### src/rtl/ewb_multi.sv
// Multi-entry eviction write buffer between the data cache and the memory adaptor.
// Evictions are acked at once and queued in a FIFO, drained when the cache is idle, and read hits are served from the buffer.
module ewb_multi #(
    parameter int unsigned LINE_W = 256,
    parameter int unsigned ADDR_W = 32,
    parameter int unsigned DEPTH  = 4
) (
    input  logic                     clk,
    input  logic                     rst,
    input  logic [LINE_W-1:0]        cache_wdata,
    input  logic [ADDR_W-1:0]        cache_address,
    input  logic                     cache_read,
    input  logic                     cache_write,
    output logic                     cache_resp,
    output logic [LINE_W-1:0]        cache_rdata,
    input  logic [LINE_W-1:0]        pmem_rdata,
    input  logic                     pmem_resp,
    output logic [LINE_W-1:0]        pmem_wdata,
    output logic [ADDR_W-1:0]        pmem_address,
    output logic                     pmem_read,
    output logic                     pmem_write,
    output logic [$clog2(DEPTH):0]   occupancy
);

    localparam int unsigned OFS   = $clog2(LINE_W / 8);
    localparam int unsigned TAG_W = ADDR_W - OFS;
    localparam int unsigned PTR_W = $clog2(DEPTH);
    localparam int unsigned CNT_W = PTR_W + 1;

    localparam logic [2:0] IDLE   = 3'd0;
    localparam logic [2:0] WR_ACK = 3'd1;
    localparam logic [2:0] RD_HIT = 3'd2;
    localparam logic [2:0] RD_MEM = 3'd3;
    localparam logic [2:0] DRAIN  = 3'd4;

    logic [2:0]        state_q;
    logic [2:0]        state_d;
    logic [DEPTH-1:0]  valid_q;
    logic [TAG_W-1:0]  tag_q  [DEPTH];
    logic [LINE_W-1:0] data_q [DEPTH];
    logic [PTR_W-1:0]  head_q;
    logic [PTR_W-1:0]  tail_q;
    logic [PTR_W-1:0]  hit_idx_q;
    logic [CNT_W-1:0]  count_q;

    logic [TAG_W-1:0]  req_tag;
    logic              match;
    logic [PTR_W-1:0]  match_idx;
    logic              push;
    logic              coalesce;
    logic              pop;
    logic              latch_hit;

    assign req_tag   = cache_address[ADDR_W-1:OFS];
    assign occupancy = count_q;

    // Line-address match against all valid entries; coalescing keeps it one-hot.
    always_comb begin
        match     = 1'b0;
        match_idx = '0;
        for (int unsigned i = 0; i < DEPTH; i++) begin
            if (valid_q[i] && (tag_q[i] == req_tag)) begin
                match     = 1'b1;
                match_idx = PTR_W'(i);
            end
        end
    end

    always_comb begin
        state_d      = state_q;
        push         = 1'b0;
        coalesce     = 1'b0;
        pop          = 1'b0;
        latch_hit    = 1'b0;
        cache_resp   = 1'b0;
        cache_rdata  = pmem_rdata;
        pmem_wdata   = data_q[head_q];
        pmem_address = cache_address;
        pmem_read    = 1'b0;
        pmem_write   = 1'b0;
        case (state_q)
            IDLE: begin
                if (cache_read) begin
                    if (match) begin
                        latch_hit = 1'b1;
                        state_d   = RD_HIT;
                    end else begin
                        state_d = RD_MEM;
                    end
                end else if (cache_write) begin
                    if (match) begin
                        coalesce = 1'b1;
                        state_d  = WR_ACK;
                    end else if (count_q < CNT_W'(DEPTH)) begin
                        push    = 1'b1;
                        state_d = WR_ACK;
                    end else begin
                        state_d = DRAIN;
                    end
                end else if (count_q != '0) begin
                    state_d = DRAIN;
                end
            end
            WR_ACK: begin
                cache_resp = 1'b1;
                state_d    = IDLE;
            end
            RD_HIT: begin
                cache_resp  = 1'b1;
                cache_rdata = data_q[hit_idx_q];
                state_d     = IDLE;
            end
            RD_MEM: begin
                pmem_read  = 1'b1;
                cache_resp = pmem_resp;
                if (pmem_resp) state_d = IDLE;
            end
            DRAIN: begin
                // Head stays valid until its write completes so a read cannot slip past it.
                pmem_write   = 1'b1;
                pmem_address = {tag_q[head_q], {OFS{1'b0}}};
                if (pmem_resp) begin
                    pop     = 1'b1;
                    state_d = IDLE;
                end
            end
            default: state_d = IDLE;
        endcase
    end

    always_ff @(posedge clk or negedge rst) begin
        if (!rst) begin
            state_q   <= IDLE;
            valid_q   <= '0;
            head_q    <= '0;
            tail_q    <= '0;
            count_q   <= '0;
            hit_idx_q <= '0;
        end else begin
            state_q <= state_d;
            if (latch_hit) hit_idx_q <= match_idx;
            if (push) begin
                valid_q[tail_q] <= 1'b1;
                tail_q          <= PTR_W'(tail_q + PTR_W'(1));
                count_q         <= CNT_W'(count_q + CNT_W'(1));
            end else if (pop) begin
                valid_q[head_q] <= 1'b0;
                head_q          <= PTR_W'(head_q + PTR_W'(1));
                count_q         <= CNT_W'(count_q - CNT_W'(1));
            end
        end
    end

    // Payload storage needs no reset; valid bits gate every use.
    always_ff @(posedge clk) begin
        if (push) begin
            tag_q[tail_q]  <= req_tag;
            data_q[tail_q] <= cache_wdata;
        end else if (coalesce) begin
            data_q[match_idx] <= cache_wdata;
        end
    end

endmodule

### config.mk
export PLATFORM = sky130hd
export DESIGN_NAME = ewb_multi
export DESIGN_NICKNAME = d
export VERILOG_FILES = /design/src/rtl/ewb_multi.sv
export SDC_FILE = /design/constraint.sdc
export NUM_CORES = 1
export LEC_CHECK = 0
export CAP_MARGIN = 10
export CELL_PAD_IN_SITES_DETAIL_PLACEMENT = 0
export CELL_PAD_IN_SITES_GLOBAL_PLACEMENT = 2
export CORE_AREA = 2 2 428 430
export DETAILED_ROUTE_END_ITERATION = 7
export DIE_AREA = 0 0 430 432
export GPL_ROUTABILITY_DRIVEN = 0
export PLACE_DENSITY = 0.62
export SLEW_MARGIN = 20
export SYNTH_ARGS = -nofsm -noshare
export SYNTH_HDL_FRONTEND = slang
export SYNTH_SLANG_ARGS = --single-unit
### constraint.sdc
create_clock -name clk -period 19.65 [get_ports clk]
set_clock_uncertainty 0.1 [all_clocks]
set_input_delay 3.93 -clock clk [delete_from_list [all_inputs] [get_ports clk]]
set_output_delay 3.93 -clock clk [all_outputs]
set_load 0.01 [all_outputs]
== Yosys cells after proc, flatten, opt, wreduce, memory -nomap -nowiden ==
Memory sizes are Yosys's and may differ from the RTL's.
Cells that the tools add are included.

* Bits in registers: 16
* Bits in writable memories: 1132
* Input bits: 549
* Output and inout bits: 550
* Logic and storage cells: 94
* Memories: 2

{| class="wikitable"
|+ Memories
! name !! depth !! width !! rd ports !! clocked after memory_dff !! wr ports !! line !! RTL
|-
| data_q || 4 || 256 || 2 || 0 || 1 || 40 || <nowiki>logic [LINE_W-1:0] data_q [DEPTH];</nowiki>
|-
| tag_q || 4 || 27 || 5 || 0 || 1 || 39 || <nowiki>logic [TAG_W-1:0] tag_q [DEPTH];</nowiki>
|}

* $add $sub $neg: 4
* Order comparisons: 5
* Equal/unequal tests: 10
* Multiplexer cells: 49
* Bitwise operators: 4
* Reductions and logical operators: 14

{| class="wikitable"
|+ Operator list
! operator !! number
|-
| $mux W256 || 2
|-
| $reduce_or A256 Y1 || 1
|-
| $eq A27 B27 Y1 || 4
|-
| $mux W32 || 1
|-
| $mux W1 || 29
|-
| $mux W3 || 8
|-
| $mux W4 || 2
|-
| $eq A3 B2 Y1 const B || 2
|-
| $logic_and A1 B1 Y1 || 6
|-
| $lt A2 B3 Y1 const B || 2
|-
| $mux W2 || 3
|-
| $pmux W3 S2 || 1
|-
| $add A2 B1 Y2 const B || 2
|-
| $and A4 B4 Y4 || 1
|-
| $demux W1 S2 || 2
|-
| $ge A2 B1 Y1 const B || 2
|-
| $ne A4 B4 Y1 const B || 1
|-
| $not A4 Y4 || 1
|-
| $or A4 B4 Y4 || 1
|-
| $reduce_and A2 Y1 || 2
|-
| $reduce_or A2 Y1 || 2
|-
| $add A3 B1 Y3 const B || 1
|-
| $eq A3 B1 Y1 const B || 1
|-
| $eq A3 B3 Y1 const B || 1
|-
| 8 further kinds || 8
|}

== Longest topological paths before layout ==
Gate-level depths: netlist (run 1).
An unclocked memory read counts as a cell.

* Word-level depth: 16
* Mapped depth: 11
* Mapped depth without buffers: 10

== Worst setup path before layout (run 1) ==
No wires, ideal clock.

* Path type: input-to-reg
* Start: input port cache_address[30]
* End: memory data_q[3][0], enable pin
* Setup time: 909 ps
* Arrival time: 16393 ps
* Data required time: 18641 ps
* Slack: 2248 ps
* Stages on the path: 9
* Cell sequence: buf_2 > xnor2_2 > nand4_1 > nor4_2 > nand4_2 > and2_4 > buf_6 > a21oi_1 > nor2b_1

* Word-level cells in the longest chain between the ends: 15
* Elaborated cells between the ends (all ways): 31
* Classes of those cells: 4 x eq/ne; 22 x mux; 5 x reduce/logical

{| class="wikitable"
|+ RTL lines
! item !! line !! RTL
|-
| start, declared || 11 || <nowiki>input logic [ADDR_W-1:0] cache_address,</nowiki>
|-
| $eq A27 B27 Y1 || 62 || <nowiki>if (valid_q[i] && (tag_q[i] == req_tag)) begin</nowiki>
|-
| $logic_and A1 B1 Y1 || 62 ||
|-
| $mux W1 (4 in a row) || 62 ||
|-
| $mux W1 || 91 || <nowiki>if (match) begin</nowiki>
|-
| $mux W1 || 90 || <nowiki>end else if (cache_write) begin</nowiki>
|-
| $mux W1 || 83 || <nowiki>if (cache_read) begin</nowiki>
|-
| $mux W1 || 81 || <nowiki>case (state_q)</nowiki>
|-
| $mux W1 || 159 || <nowiki>end else if (coalesce) begin</nowiki>
|-
| $mux W1 || 156 || <nowiki>if (push) begin</nowiki>
|-
| $mux W1 (implied by the code) || 160 || <nowiki>data_q[match_idx] <= cache_wdata;</nowiki>
|-
| $reduce_or A256 Y1 (no line) || - ||
|-
| $mux W2 (no line) or $mux W1 (tied branches) || - ||
|-
| end, declared || 40 ||
|}

Several ways; a longest one is shown, not always the timed one.

== Worst setup path in the final report (run 1) ==
* Start: register hit_idx_q[0]
* End: output port cache_rdata[133]

* Word-level cells in the longest chain between the ends: 2

{| class="wikitable"
|+ RTL lines
! item !! line !! RTL
|-
| start, declared || 43 || <nowiki>logic [PTR_W-1:0] hit_idx_q;</nowiki>
|-
| start signal, assigned || 141 || <nowiki>if (latch_hit) hit_idx_q <= match_idx;</nowiki>
|-
| $mem_v2 Z4 W256 || - ||
|-
| $mux W256 || 81 ||
|-
| end, declared || 15 || <nowiki>output logic [LINE_W-1:0] cache_rdata,</nowiki>
|}

Every way passes these cells.

==> qor.txt, run 1 <==
Status - finished, final reports clean
CTS tree - built
Mapped Cells - 2384
Largest family of logic cells by synthesized area - multiplexers
Setup slack, reg-to-reg - 14.04 ns
Rows - 157
Synthesized cell area - 52350 um^2
GRT Util Overall - 19.07%
Worst setup path end - cache_rdata[133]
Critical Path Start - hit_idx_q[0]
Worst Hold Class - register to register
Post CTS Setup Buffer Count - 0
Cts hold-fix bufs - 0
Pins Over Slew Limit - 0
Via count - 29335
Final Hold Vio Count - 0
Die span in y - 432 um
Syn. warnings - 0
Worst Tran Pin Value - 1.136 ns
Final Instance Area - 70140 um^2
Vias in the first global route - 30769
Post-synth top area cell - edfxtp_1
Post-CTS sizing - 0
Clk slew on worst S/H paths - 0.05 ns
Reg2reg end - data_q[3][75]
Yosys top cell area share - 64.94%
DR iter-0 viols - 1936
Worst EP required - 15.62 ns
GRT overflow - 0
Async set-reset flop share out of synthesis - 1.394%
Setup ws final - 9.972 ns
Area delta synth->final - 34.00%
CP Data Arrival Time - 5.65 ns
Place WS - 9.612 ns
Area contributors post-synth - edfxtp_1 65%, mux4_2 23%, mux2_2 6.2%
Mean number of vias per cell - 4.913
Sequential fraction of the synthesis area - 65.70%
Starting Density - 28.81%
Initial DRT Pass Iterations - 5
Final worst path period share - 49.25%
Crit path time final - 9.678 ns
ANT nets after route - 0
Hold Crit Depth - 1
Clock sinks - 1148
Post-synth cell types - 42
Setup repair after global routing missed its margin - false
Mapped Avg Cell Area - 21.96 um^2
Die area - 185800 um^2
Compound-cell area share of the yosys netlist - 0.2749%
Core ar. - 181700 um^2
P per Cell Area - 120.9 nW/um^2
Crit path max fanout - 42
Share of layout cells above drive strength 1 - 29.80%
Seq cells post-synth - 1148
WS Path Type - register to primary output
Post-DP HPWL - 129.7 mm
First-pass GRT wire length - 248.1 mm
Final design utilization - 38.60%
Worst slew margin - 24.24%
Die Wd - 430 um
Overall power - 8483 uW
Placed cell areas - 65960 um^2
# setup viols final - 0
LEAKAGE - 0.02170 uW
IO Pins - 1099
Worst reg2reg path depth - 9
Final routed DRC violation total - 0
Largest net degree at the start of global routing - 114
Worst IR Drop VDD - 91.31 uV
Total CTS buffers - 136
Number of flops mapped to enable cells by yosys - 1132
Routed length per instance - 30.40 um
Worst r2r src - tag_q[3][3]
Clock Tree Root - clkbuf_16
TNS Setup - 0 ns
Antenna violations before repair - 38
Max-Cap Viols - 0
Post-Synth XOR/XNOR Area - 1.905%
H-tree levels - 4
Top FF cell, synth - edfxtp_1
Adder-Cell Fraction of Synth Area - 0.2151%
Fin nets - 4038
Mapped Nets - 2942
Routed wire length - 181.5 mm
Post-Synth Simple-Gate Area - 0.9274%
Port bufs - 1098
Crit. End Element - primary output
Clock latency on the worst-skew pair - 0.74 ns
Max clock buf depth - 3
Mux contribution to synthesized area - 29.34%
Startpoint types - register
Fmax - 103.3 MHz
[per-layer routing]
layer	GRT usage (%)	vias to the layer above	part of all wire (%)
li1	-	12499	-
met4	3.735	18	1.5
met5	0	-	0.063
met1	23.40	15813	39
met2	33.67	816	53
met3	5.152	189	6.2
[metrics by stage]
step	cells	hold slack, ns
CTS	5966	0.4231
global placement	5727	0.4219
finish	5971	0.4184
floorplan	2384	0.3980
global route	5970	0.4437
detailed placement	5727	0.4151
[cell usage after synthesis (2+ instances only)]
library cell / count
nand4_1: 23
dfrtp_1: 16
xnor2_1: 86
nor2b_1: 7
xor2_1: 26
mux4_2: 539
o21ai_0: 5
nor2_1: 9
buf_2: 73
nand3b_1: 2
nor4_1: 9
buf_1: 21
nand4_2: 2
inv_1: 9
and3b_1: 2
mux2_2: 286
ha_1: 9
clkbuf_1: 85
a2bb2oi_1: 4
buf_6: 5
and3_1: 2
and2_1: 3
nor3_1: 4
nand3_1: 2
edfxtp_1: 1132
a21oi_1: 4
nand2_1: 4
[flip-flops by register name, summed over array words and instances (netlist names)]
signal     cells
hit_idx_q      2
occupancy      3
data_q      1024
head_q         2
tail_q         2
state_q        3
tag_q        108
valid_q        4
[cells by family after synthesis]
logic type,after synthesis
AOI/OAI and AO/OA,19
DFF,1148
xor gates and xnor gates,113
buffers and inverters,193
and+or+nand+nor,77
adders and majority gates,9
muxes,825
[worst max-delay path, stage by stage (launching register included)]
cell             delay (ns)
dfrtp_4                0.80
buf_4                  0.82
buf_4                  0.84
buf_4                  0.85
mux4_2                 0.66
mux2_2                 0.32
clkdlybuf4s50_1        0.49
[area by class of cell]
class                      instances  area, um^2
clock inverter                    59       476.7
antenna                            5       12.51
clock buffer                     180        3696
sequential                      1148       34410
timing repair buffer            1142       11400
inverter                           9       33.78
fill                           16561      111600
tap                             2385        2984
multi-input combinational       1043       17130
[power breakdown]
part	internal [uW]	switching [uW]	leakage, uW
registers	2850	114	0.0104
clock network	1400	982	0.00204
logic	1640	1500	0.00927
total	5880	2600	0.0217
[cell usage in the layout, fill, tap and decap left out, types with 26 or more instances in the layout]
master / instances
clkbuf_1: 38
clkbuf_16: 142
xnor2_1: 86
xor2_1: 26
mux2_2: 286
buf_4: 38
clkinv_1: 26
clkdlybuf4s50_1: 1098
edfxtp_1: 1132
mux4_2: 539
[worst min-delay path by stage]
stage	slack (ns)	to	start
finish	0.42	occupancy[0]	occupancy[0]
global route	0.44	occupancy[0]	occupancy[0]
CTS	0.42	occupancy[0]	occupancy[0]
detailed placement	0.42	occupancy[0]	occupancy[0]
global placement	0.42	occupancy[0]	occupancy[0]
floorplan	0.40	tail_q[0]	tail_q[0]
Power figures use the tool's default switching activity.
==> inputs of run 2 (changes only) <==
clock period = 9 ns   (was 19.65 ns; I/O delays follow)
==> qor.txt, run 2 (synthesis results as in run 1) <==
Status - finished, final reports clean
Cts hold-fix bufs - 0 (unchanged)
Final worst path period share - 66.26%
Routed length per instance - 30.59 um (+0.63%)
Max reg flops - 1024 (unchanged)
Die Wd - 430 um (unchanged)
Antenna violations before repair - 38 (unchanged)
Worst reg2reg path depth - 8 (-1)
Post CTS Setup Buffer Count - 0 (unchanged)
GRT overflow - 0 (unchanged)
Core ar. - 181700 um^2 (unchanged)
Clock latency on the worst-skew pair - 0.75 ns (about the same)
Pins Over Slew Limit - 0 (unchanged)
Worst Tran Pin Value - 1.040 ns (-0.09675 ns)
Final Hold Vio Count - 0 (unchanged)
LEAKAGE - 0.02183 uW (+0.61%)
Commonest non-fill, non-tap cell in the layout - edfxtp_1
Max-Cap Viols - 0 (unchanged)
Crit path time final - 5.963 ns
Area delta synth->final - 34.67%
Mean number of vias per cell - 4.926 (+0.28%)
Post-CTS sizing - 0 (unchanged)
Vias in the first global route - 30943 (+0.57%)
Most flops, register - data_q
Final routed DRC violation total - 0 (unchanged)
Worst IR Drop VDD - 229.9 uV (+150%)
Filler Cells Inserted - 16466 (-0.57%)
Largest net degree at the start of global routing - 124 (+8.8%)
DR iter-0 viols - 1754 (-9.4%)
Die area - 185800 um^2 (unchanged)
Starting Density - 28.81% (unchanged)
Multi-input logic area - 17130 um^2 (unchanged)
Most frequent cells in the layout - 1132 x edfxtp_1, 1098 x clkdlybuf4s50_1, 539 x mux4_2, 286 x mux2_2, 140 x clkbuf_16
P per Cell Area - 265.5 nW/um^2 (+120%)
# setup viols final - 0 (unchanged)
TNS Setup - 0 ns (unchanged)
Max clock buf depth - 3 (unchanged)
H-tree levels - 4 (unchanged)
Hold WS - 0.4324 ns (+0.01392 ns)
Total CTS buffers - 137 (+0.74%)
Initial DRT Pass Iterations - 5 (unchanged)
Fmax - 167.7 MHz
Port bufs - 1098 (unchanged)
Die span in y - 432 um (unchanged)
Via count - 29465 (+0.44%)
ANT nets after route - 0 (unchanged)
Clk slew on worst S/H paths - 0.06 ns (about the same)
Crit. End Element - primary output
Worst Hold Class - register to register
GRT Util Overall - 19.24% (+0.17 points)
Worst EP required - 7.10 ns (-8.52 ns)
Combined flip-flop and latch cell area - 34410 um^2 (unchanged)
CTS tree - built
Fin nets - 4041 (+0.074%)
Crit path max fanout - 65 (+55%)
WS Path Type - register to primary output
First-pass GRT wire length - 250.0 mm (+0.77%)
Top flop regs - data_q x1024, tag_q x108, valid_q x4
Routed wire length - 183.0 mm (+0.80%)
Clock Tree Root - clkbuf_16
Hold Crit Depth - 1 (unchanged)
Setup repair after global routing missed its margin - false
Post-DP HPWL - 130.4 mm (+0.58%)
Startpoint types - register
Worst slew margin - 30.69% (+6.4 points)
IO Pins - 1099 (unchanged)
CP Data Arrival Time - 4.06 ns (-1.59 ns)
Clock sinks - 1148 (unchanged)
Rows - 157 (unchanged)
Share of layout cells above drive strength 1 - 30.25% (+0.46 points)
[run 2: cell types whose count changed in the layout (fill, tap and decap cells not counted), sizes merged]
cell,previous run,this run
bufinv,6,9
clkinvlp,0,5
clkinv,49,57
diode,5,3
inv,13,17
clkbuf,180,170
buf,44,46
[run 2: final cells by class]
cell class	instances	area share [%]
flip-flops and latches	1148	48.81
diodes	3	0.01065
clock inverters	79	1.051
repair buffers	1144	16.40
multi-input cells	1043	24.31
clock buffers	170	5.144
inverters	9	0.04792
well taps	2385	4.233
[run 2: per-stage QoR]
stage	instances	cell area, um^2	worst slack [ns]	total power, uW	utilization [%]
2_1_floorplan	2384	52360	1.492	9835	-
3_3_place_gp	5729	66120	2.434	13670	36.39
3_5_place_dp	5729	66120	2.356	13620	36.39
4_1_cts	5978	70490	2.888	19060	38.79
5_1_grt	5980	70490	2.718	19500	38.80
6_report	5981	70500	3.037	18720	38.80
[run 2: metal layers]
layer	vias to the layer above	global-route usage [%]	wire (um)
met5	-	0	96
met4	16	3.510	2918
met3	214	5.169	11660
met2	881	34.10	96080
met1	15814	23.63	72220
li1	12540	-	-
[run 2: worst max-delay path: stages (launching register included)]
cell and delay, ns:
dfrtp_1 0.47, nor3b_2 0.30, buf_4 0.62, buf_4 0.77, mux2_2 0.42, clkdlybuf4s50_1 0.56
[run 2: final timing paths]
kind	from	to	slack (ns)
hold / removal	tail_q[0]	tail_q[0]	0.43
hold reg to reg	tail_q[0]	tail_q[0]	0.43
setup reg to reg	tag_q[1][1]	data_q[0][23]	4.65
min in group asynchronous	rst	tail_q[0]	1.44
setup / recovery	state_q[2]	cache_rdata[161]	3.04
max in group asynchronous	rst	head_q[0]	6.74
[run 2: power breakdown]
group	total [uW]	switching [uW]	internal, uW
combinational	6910	3290	3620
clock	5340	2210	3140
sequential	6460	251	6210
==> inputs of run 3 (changes only) <==
CORE_AREA = 2 2 426 428   (was 2 2 428 430)
DIE_AREA = 0 0 428 430   (was 0 0 430 432)
PLACE_DENSITY = 0.65   (was 0.62)
clock period = 4.9 ns   (was 9 ns; I/O delays follow)
==> qor.txt, run 3 (synthesis results as in run 1) <==
Mean number of vias per cell - 4.962 (+0.72%)
Antenna violations before repair - 34 (-11%)
Die area - 184000 um^2 (-0.93%)
Worst IR Drop VDD - 317.9 uV (+38%)
Clock latency on the worst-skew pair - 0.75 ns (about the same)
Most frequent cells in the layout - 1132 x edfxtp_1, 1098 x clkdlybuf4s50_1, 539 x mux4_2, 286 x mux2_2, 133 x clkbuf_16
Crit path time final - 4.602 ns
Via count - 30060 (+2.0%)
DR iter-0 viols - 2177 (+24%)
Fmax - 217.3 MHz
GRT overflow - 0 (unchanged)
Total CTS buffers - 132 (-3.6%)
Pins Over Slew Limit - 0 (unchanged)
Status - finished, final reports clean
Startpoint types - register
Area delta synth->final - 36.95%
Max-Cap Viols - 0 (unchanged)
Hold Startpoint - tail_q[0]
Die span in y - 430 um (-0.46%)
Final routed DRC violation total - 0 (unchanged)
Post CTS Setup Buffer Count - 0 (unchanged)
WS Path Type - register to primary output
Fin nets - 4145 (+2.6%)
Largest net degree at the start of global routing - 97 (-22%)
First-pass GRT wire length - 255.0 mm (+2.0%)
Routed wire length - 183.4 mm (+0.25%)
Clk slew on worst S/H paths - 0.06 ns (about the same)
Worst slew margin - 36.01% (+5.3 points)
Max reg flops - 1024 (unchanged)
Final Hold Vio Count - 0 (unchanged)
Worst reg2reg path depth - 9 (+1)
Port bufs - 1098 (unchanged)
Crit. End Element - primary output
Filler Cells Inserted - 16293 (-1.1%)
Reg2reg end - data_q[0][223]
Worst path slowest cell - dfrtp_4
Worst Hold Class - register to register
Clock Tree Root - clkbuf_16
ANT nets after route - 0 (unchanged)
Top flop regs - data_q x1024, tag_q x108, valid_q x4
Place WS - 0.2608 ns (-2.096 ns)
Hold WS - 0.4269 ns (-0.005437 ns)
Worst r2r src - tag_q[2][11]
# setup viols final - 0 (unchanged)
Hold Crit Depth - 1 (unchanged)
CTS tree - built
CP max stage delay - 0.70 ns (-0.07 ns)
Core ar. - 179800 um^2 (-1.1%)
LEAKAGE - 0.02245 uW (+2.8%)
Setup repair after global routing missed its margin - false
Starting Density - 29.12% (+0.31 points)
Post-DP HPWL - 136.7 mm (+4.8%)
Clock sinks - 1148 (unchanged)
Max clock buf depth - 3 (unchanged)
Hold Path End - tail_q[0]
P per Cell Area - 479.9 nW/um^2 (+81%)
Post-CTS sizing - 0 (unchanged)
Setup slack, reg-to-reg - 1.59 ns (-3.06 ns)
Rows - 156 (-0.64%)
Most flops, register - data_q
Final worst path period share - 93.92%
Setup ws final - 0.2981 ns (-2.738 ns)
Die Wd - 428 um (-0.47%)
Vias in the first global route - 32430 (+4.8%)
Worst Tran Pin Value - 0.9569 ns (-0.08269 ns)
Crit path max fanout - 27 (-58%)
Share of layout cells above drive strength 1 - 32.27% (+2.0 points)
GRT Util Overall - 19.59% (+0.35 points)
Worst EP required - 3.82 ns (-3.28 ns)
Initial DRT Pass Iterations - 5 (unchanged)
H-tree levels - 4 (unchanged)
Commonest non-fill, non-tap cell in the layout - edfxtp_1
CP Data Arrival Time - 3.52 ns (-0.54 ns)
Crit path cell chain - buf_12, buf_4, mux4_2, mux2_2, clkdlybuf4s50_1
Cts hold-fix bufs - 0 (unchanged)
Routed length per instance - 30.28 um (-1.0%)
IO Pins - 1099 (unchanged)
## run 3: worst max-delay path, delay by kind of cell, from the launching register on
family | cells | cell delay, ns
buffers and inverters | 3 | 1.11
DFF | 1 | 0.70
muxes | 2 | 0.88
## run 3: worst max-delay path by stage
stage	from	end	slack, ns	depth (start not counted)
after floorplan	cache_address[10]	data_q[3][0]	-1.70	9
after detailed placement	cache_address[18]	data_q[0][223]	0.26	10
after global routing	hit_idx_q[0]	cache_rdata[5]	0.06	5
after CTS	hit_idx_q[0]	cache_rdata[3]	0.10	4
final	hit_idx_q[0]	cache_rdata[213]	0.30	5
after global placement	cache_address[25]	data_q[0][176]	0.25	10
## run 3: stage by stage
step	setup TNS (ns)	power, uW	cells	utilization (%)	area, um^2
2_1_floorplan	-1443.86	18080	2384	-	52500
3_3_place_gp	0	25380	5823	37.57	67530
3_5_place_dp	0	25290	5823	37.57	67530
4_1_cts	0	34950	6052	39.87	71670
5_1_grt	0	35700	6056	39.88	71680
6_report	0	34400	6058	39.88	71690
## run 3: per-layer routing
metal / global-route usage (%) / part of all wire, % / vias up / wire [um]
met4: 4.430 / 2.0 / 28 / 3683
met5: 0 / 0.088 / - / 162
li1: - / - / 12717 / -
met3: 4.637 / 5.9 / 220 / 10880
met2: 35.19 / 53 / 1008 / 97560
met1: 23.74 / 39 / 16087 / 71140
## run 3: final cells by class
cell class                      instances  area, um^2  share of cell area (%)
Sequential cell                      1148       34410                   48.00
Inverter                                9       33.78                 0.04712
Clock inverter                         72       723.2                   1.009
Clock buffer                          157        3418                   4.768
Tap cell                             2370        2965                   4.136
Antenna cell                            6       15.01                 0.02094
Timing Repair Buffer                 1253       12930                   18.04
Multi-Input combinational cell       1043       17190                   23.98
## run 3: power by group
group	leakage [uW]	switching, uW	internal (uW)
Sequential	0.0104	371	11400
Combinational	0.0101	6230	6910
Clock	0.00201	4050	5440
Total	0.0224	10600	23800
==> RTL change 1: new RTL, config.mk and constraints of run 2 <==
The parameter `ADDR_W` goes from 32 to 64.
--- a/src/rtl/ewb_multi.sv
+++ b/src/rtl/ewb_multi.sv
@@ -2,7 +2,7 @@
 // Evictions are acked at once and queued in a FIFO, drained when the cache is idle, and read hits are served from the buffer.
 module ewb_multi #(
     parameter int unsigned LINE_W = 256,
-    parameter int unsigned ADDR_W = 32,
+    parameter int unsigned ADDR_W = 64,
     parameter int unsigned DEPTH  = 4
 ) (
     input  logic                     clk,
Ports: changed (resized cache_address and pmem_address); port bits go from 1099 to 1163. No check against the original RTL was run, so the function may have changed too.
==> RTL change 1 against run 2 <==
Power up 6.1%. Synthesized cell count increased by 19%. Worst setup slack got worse by 0.39 ns. Sequential cell count up 128. Synthesized area rose by 12%. Design area up 11%. Critical path depth rose by 5. Routed wire length up 18%. Critical path type is now in2reg. Largest cell class unchanged. Largest power group unchanged. Highest routed layer unchanged.
==> RTL change 1: results (changes against run 2) <==
[status]
outcome=finished clean

[cts]
clock_path_buffers=3  ; unchanged
cts_buffers=148  ; +8.0%
htreeDepth=4  ; unchanged
root_buffer=clkbuf_16
worst_skew_pair.late_latency_ns=0.78  ; +0.03 ns
ctsResizeCount=0  ; unchanged
postCtsSetupBuffers=0  ; unchanged
clk_pin_slew_ns=0.06  ; about the same

[global_routing]
grt_pass1_vias=35340  ; +14%
grt_pass1_wl_mm=292.8  ; +17%
grt_max_degree=131  ; +5.6%
antenna_found_initial=63  ; +66%
grtUsageTotal=0.2276  ; +0.03522

[detailed_routing]
postRouteWirelength_mm=216.2  ; +18%
drt-initial-drc-count=2328  ; +33%
dr.pass1.iters=5  ; unchanged
vias=33980  ; +15%

[pwr]
peakVddDrop_uv=199.9  ; -13%
p_leak_nw=24.32  ; +11%
power_density_nw_per_um2=254.0  ; -4.3%

[place]
dp_hpwl_mm=155.4  ; +19%
numPortBuffers=1162  ; +5.8%
post-place-ws_ns=1.827  ; -0.5292 ns

[logic_synthesis]
synth_edf_count=1260  ; +11%
synthTopCellsByArea=edfxtp_1 (64%), mux4_2 (22%), mux2_2 (5.8%)
ys_warn_count=0  ; unchanged
synthArstFlopShare=0.01254  ; -0.001398
yosys.cell_types.count=56  ; +33%
netlist_top_cells_count=edfxtp_1 (1260), mux4_2 (571), mux2_2 (303)
synth_nets=3429  ; +17%
ys_seq_area_frac=0.6497  ; -0.007327
synth-main-ff-cell=edfxtp_1

[final_layout]
reg.largest.list=data_q: 1024 flops, tag_q: 236 flops, valid_q: 4 flops
drive_gt1_frac=0.2825  ; -0.02002
fin_nets=4586  ; +13%

[min_path]
hold_class=reg2reg

[flow_run]
max_cap_violations=0  ; unchanged

[setup_path]
critPathArrivalTime_ns=6.67  ; +2.61 ns
critPathMaxFanout=44  ; -32%

[sta]
maxSlewHeadroom=0.2703  ; -0.03661

-- RTL change 1: cells by family after synthesis --
kind of cell	after synthesis	synth area share
simple gates	167	0.01718
flops	1276	0.6497
compound gates	73	0.009482
buf+inv	250	0.01669
fa+ha+maj	9	0.002041
mux	876	0.2769
xor+xnor	188	0.02798
-- RTL change 1: per-stage QoR --
step                area (um^2)  total power [W]  TNS (ns)  cells
floorplan                 58910          0.01027  -1003.38   2839
global placement          73370          0.01422         0   6231
detailed placement        73370          0.01417         0   6231
CTS                       78120          0.02014         0   6491
global route              78140          0.02058         0   6500
finish                    78150          0.01985         0   6503
-- RTL change 1: final timing paths --
| check | from | endpoint | slack (ns) | cells past startpoint |
|---|---|---|---|---|
| worst max-delay path | cache_address[35] | data_q[0][26] | 2.65 | 10 |
| worst max register to register | tag_q[3][57] | data_q[0][26] | 4.13 | 9 |
| max in group asynchronous | rst | hit_idx_q[1] | 6.81 | 1 |
| worst min-delay path | valid_q[2] | valid_q[2] | 0.49 | 1 |
| min in group asynchronous | rst | head_q[0] | 1.39 | 1 |
| worst min register to register | valid_q[2] | valid_q[2] | 0.49 | 1 |
-- RTL change 1: area by class of cell --
cell class | instances | area [um^2]
antenna | 12 | 30.03
clock buffer | 183 | 3896
clock inverter | 77 | 857.1
fill | 16070 | 103600
inverter | 37 | 138.9
multi-input combinational | 1313 | 19680
sequential | 1276 | 38250
tap | 2385 | 2984
timing repair buffer | 1220 | 12320
-- RTL change 1: metal layers --
metal / track usage / vias to the layer above / wire (um)
li1: - / 14390 / -
met1: 0.2803 / 18220 / 85220
met2: 0.4054 / 1052 / 113800
met3: 0.05280 / 301 / 12530
met4: 0.05005 / 22 / 4511
met5: 0 / - / 150
-- RTL change 1: worst max-delay path, cell delays in order --
cell and delay [ns]:
clkdlybuf4s50_1 0.75, nor2b_1 0.32, a2111o_1 0.43, nor4_1 0.56, nand4_1 0.35, o22ai_2 0.50, o31ai_2 0.13, mux2i_2 0.41
and2_4 0.90, buf_4 0.45
-- RTL change 1: where the power goes --
part / switching, W / leakage (nW) / internal (W)
clock network: 0.00251 / 2.30 / 0.00339
registers: 0.000159 / 11.5 / 0.00667
logic: 0.00346 / 10.5 / 0.00366
==> RTL change 2: new RTL, settings of run 2 <==
Without the edit above. Make the reset (`rst`) synchronous in one clocked block.
--- a/src/rtl/ewb_multi.sv
+++ b/src/rtl/ewb_multi.sv
@@ -128,7 +128,7 @@
         endcase
     end
 
-    always_ff @(posedge clk or negedge rst) begin
+    always_ff @(posedge clk) begin
         if (!rst) begin
             state_q   <= IDLE;
             valid_q   <= '0;
Function: not settled (the Yosys comparison gave no result); the edit may change what the design does.
==> RTL change 2 against run 2 <==
Synthesized area up 0.30%. Sequential share of layout area down 0.073 points. Fmax up 2.9%. Worst hold slack worse by 0.0077 ns. Worst setup slack better by 0.17 ns. Highest routed layer unchanged. Design area up 0.15%. Sequential cell count up 4. Routed wire length down 2.9%.
Power is not compared: it rests on default switching activity, and its combinational part moved more than twofold at a synthesized area within 25%.
==> RTL change 2: results (changes against run 2) <==
[status]
outcome=finished clean

[setup_path]
rrSetupSlack_ns=4.68  ; +0.03 ns
timing.rr.end=data_q[3][117]
worst-r2r-cell-count=9  ; +1
critPathMaxFanout=116  ; +78%
crit_path_start=state_q[1]
critPathArrivalTime_ns=3.90  ; -0.16 ns

[logic_synthesis]
netlist_top_cells_count=edfxtp_1 (1132), mux4_2 (539), mux2_2 (283)
synthArstFlopShare=0  ; -0.01394
synthTopCellsByArea=edfxtp_1 (65%), mux4_2 (23%), mux2_2 (6.1%)
synth_xor_area_frac=0.01833  ; -0.0007245
synth_mux_area_frac=0.2927  ; -0.0007619
ys_seq_area_frac=0.6551  ; -0.001973
yosys.cell_types.count=52  ; +24%

[place]
dp_hpwl_mm=126.2  ; -3.2%

[final_layout]
nFillCells=16450  ; -0.10%
fin_nets=4059  ; +0.45%

[sta]
worstMarginPinSlew_ns=1.063  ; +0.02373 ns

[min_path]
hold_path_depth=2  ; +1
min_from=hit_idx_q[0]

[global_routing]
grt_pass1_vias=30820  ; -0.39%
grtUsageTotal=0.1864  ; -0.006013
grt_max_degree=117  ; -5.6%
grt_pass1_wl_mm=245.0  ; -2.0%

[detailed_routing]
postRouteWirelength_mm=177.7  ; -2.9%
vias=29450  ; -0.037%
drt-initial-drc-count=1912  ; +9.0%

[cts]
cts_buffers=134  ; -2.2%

## RTL change 2: cell count changes after synthesis, sizes merged, moves of 5 or more
cell and delta:
a2bb2oi -5, dfrtp -16, nor4 +5, xor2 +22, xnor2 -26, nand4 -5
clkbuf -18, buf +17, nand2 +5, dfxtp +20
## RTL change 2: cell type report
type | instances | area (um^2) | share of cell area
clock buffers | 167 | 3520 | 0.04985
inverters | 7 | 26.28 | 0.0003722
repair buffers | 1143 | 11600 | 0.1644
flip-flops and latches | 1152 | 34410 | 0.4874
well taps | 2385 | 2984 | 0.04227
multi-input cells | 1063 | 17400 | 0.2465
clock inverters | 75 | 631.9 | 0.008950
diodes | 10 | 25.02 | 0.0003544
## RTL change 2: cell families (layout without fill, tap and decap cells)
family | after synthesis | in the layout
AO/OA/AOI/OAI | 27 | 27
XOR/XNOR | 109 | 109
adder cells (fa/ha/maj) | 9 | 9
buffers and inverters | 190 | 1392
flip-flops | 1152 | 1152
multiplexers | 826 | 826
other | 0 | 10
AND/OR/NAND/NOR | 92 | 92
## RTL change 2: metal layers
metal | global-route usage | vias to the layer above | wire (um)
met1 | 0.2235 | 15740 | 68740
li1 | - | 12620 | -
met4 | 0.04699 | 18 | 4049
met2 | 0.3324 | 853 | 94640
met5 | 0 | - | 110
met3 | 0.04762 | 225 | 10180
## RTL change 2: worst max-delay path, stage by stage, from the launching register on
cell,delay [ns]
dfxtp_1,0.43
nor3b_2,0.54
buf_4,0.45
buf_12,0.38
mux2_2,0.43
clkdlybuf4s50_1,0.56
## RTL change 2: power groups by stage
stage / Sequential, W / Clock, W / Combinational, W
after global routing: 0.00610 / 0.00555 / 0.00175
after global placement: 0.00620 / 0 / 0.00169
after detailed placement: 0.00620 / 0 / 0.00169
final: 0.00609 / 0.00519 / 0.00167
after CTS: 0.00609 / 0.00535 / 0.00170
after floorplan: 0.00621 / 0 / 0.000688
## RTL change 2: through the flow
stage | setup slack (ns) | instance area [um^2] | std cells | hold WS (ns) | power (W)
after global routing | 2.987 | 70590 | 5997 | 0.4557 | 0.01341
after CTS | 2.992 | 70580 | 5992 | 0.4258 | 0.01314
after global placement | 2.454 | 66420 | 5750 | 0.4143 | 0.007890
final | 3.205 | 70600 | 6002 | 0.4247 | 0.01295
after floorplan | -1.156 | 52710 | 2405 | 0.3718 | 0.006893
after detailed placement | 2.420 | 66420 | 5750 | 0.4135 | 0.007892
## RTL change 2: how the worst max path moves through the flow
stage | end | slack (ns) | cells past startpoint
floorplan | data_q[2][0] | -1.16 | 8
global placement | data_q[3][131] | 2.45 | 10
detailed placement | data_q[3][129] | 2.42 | 10
CTS | pmem_wdata[248] | 2.99 | 4
global route | pmem_wdata[248] | 2.99 | 4
finish | cache_rdata[97] | 3.20 | 5
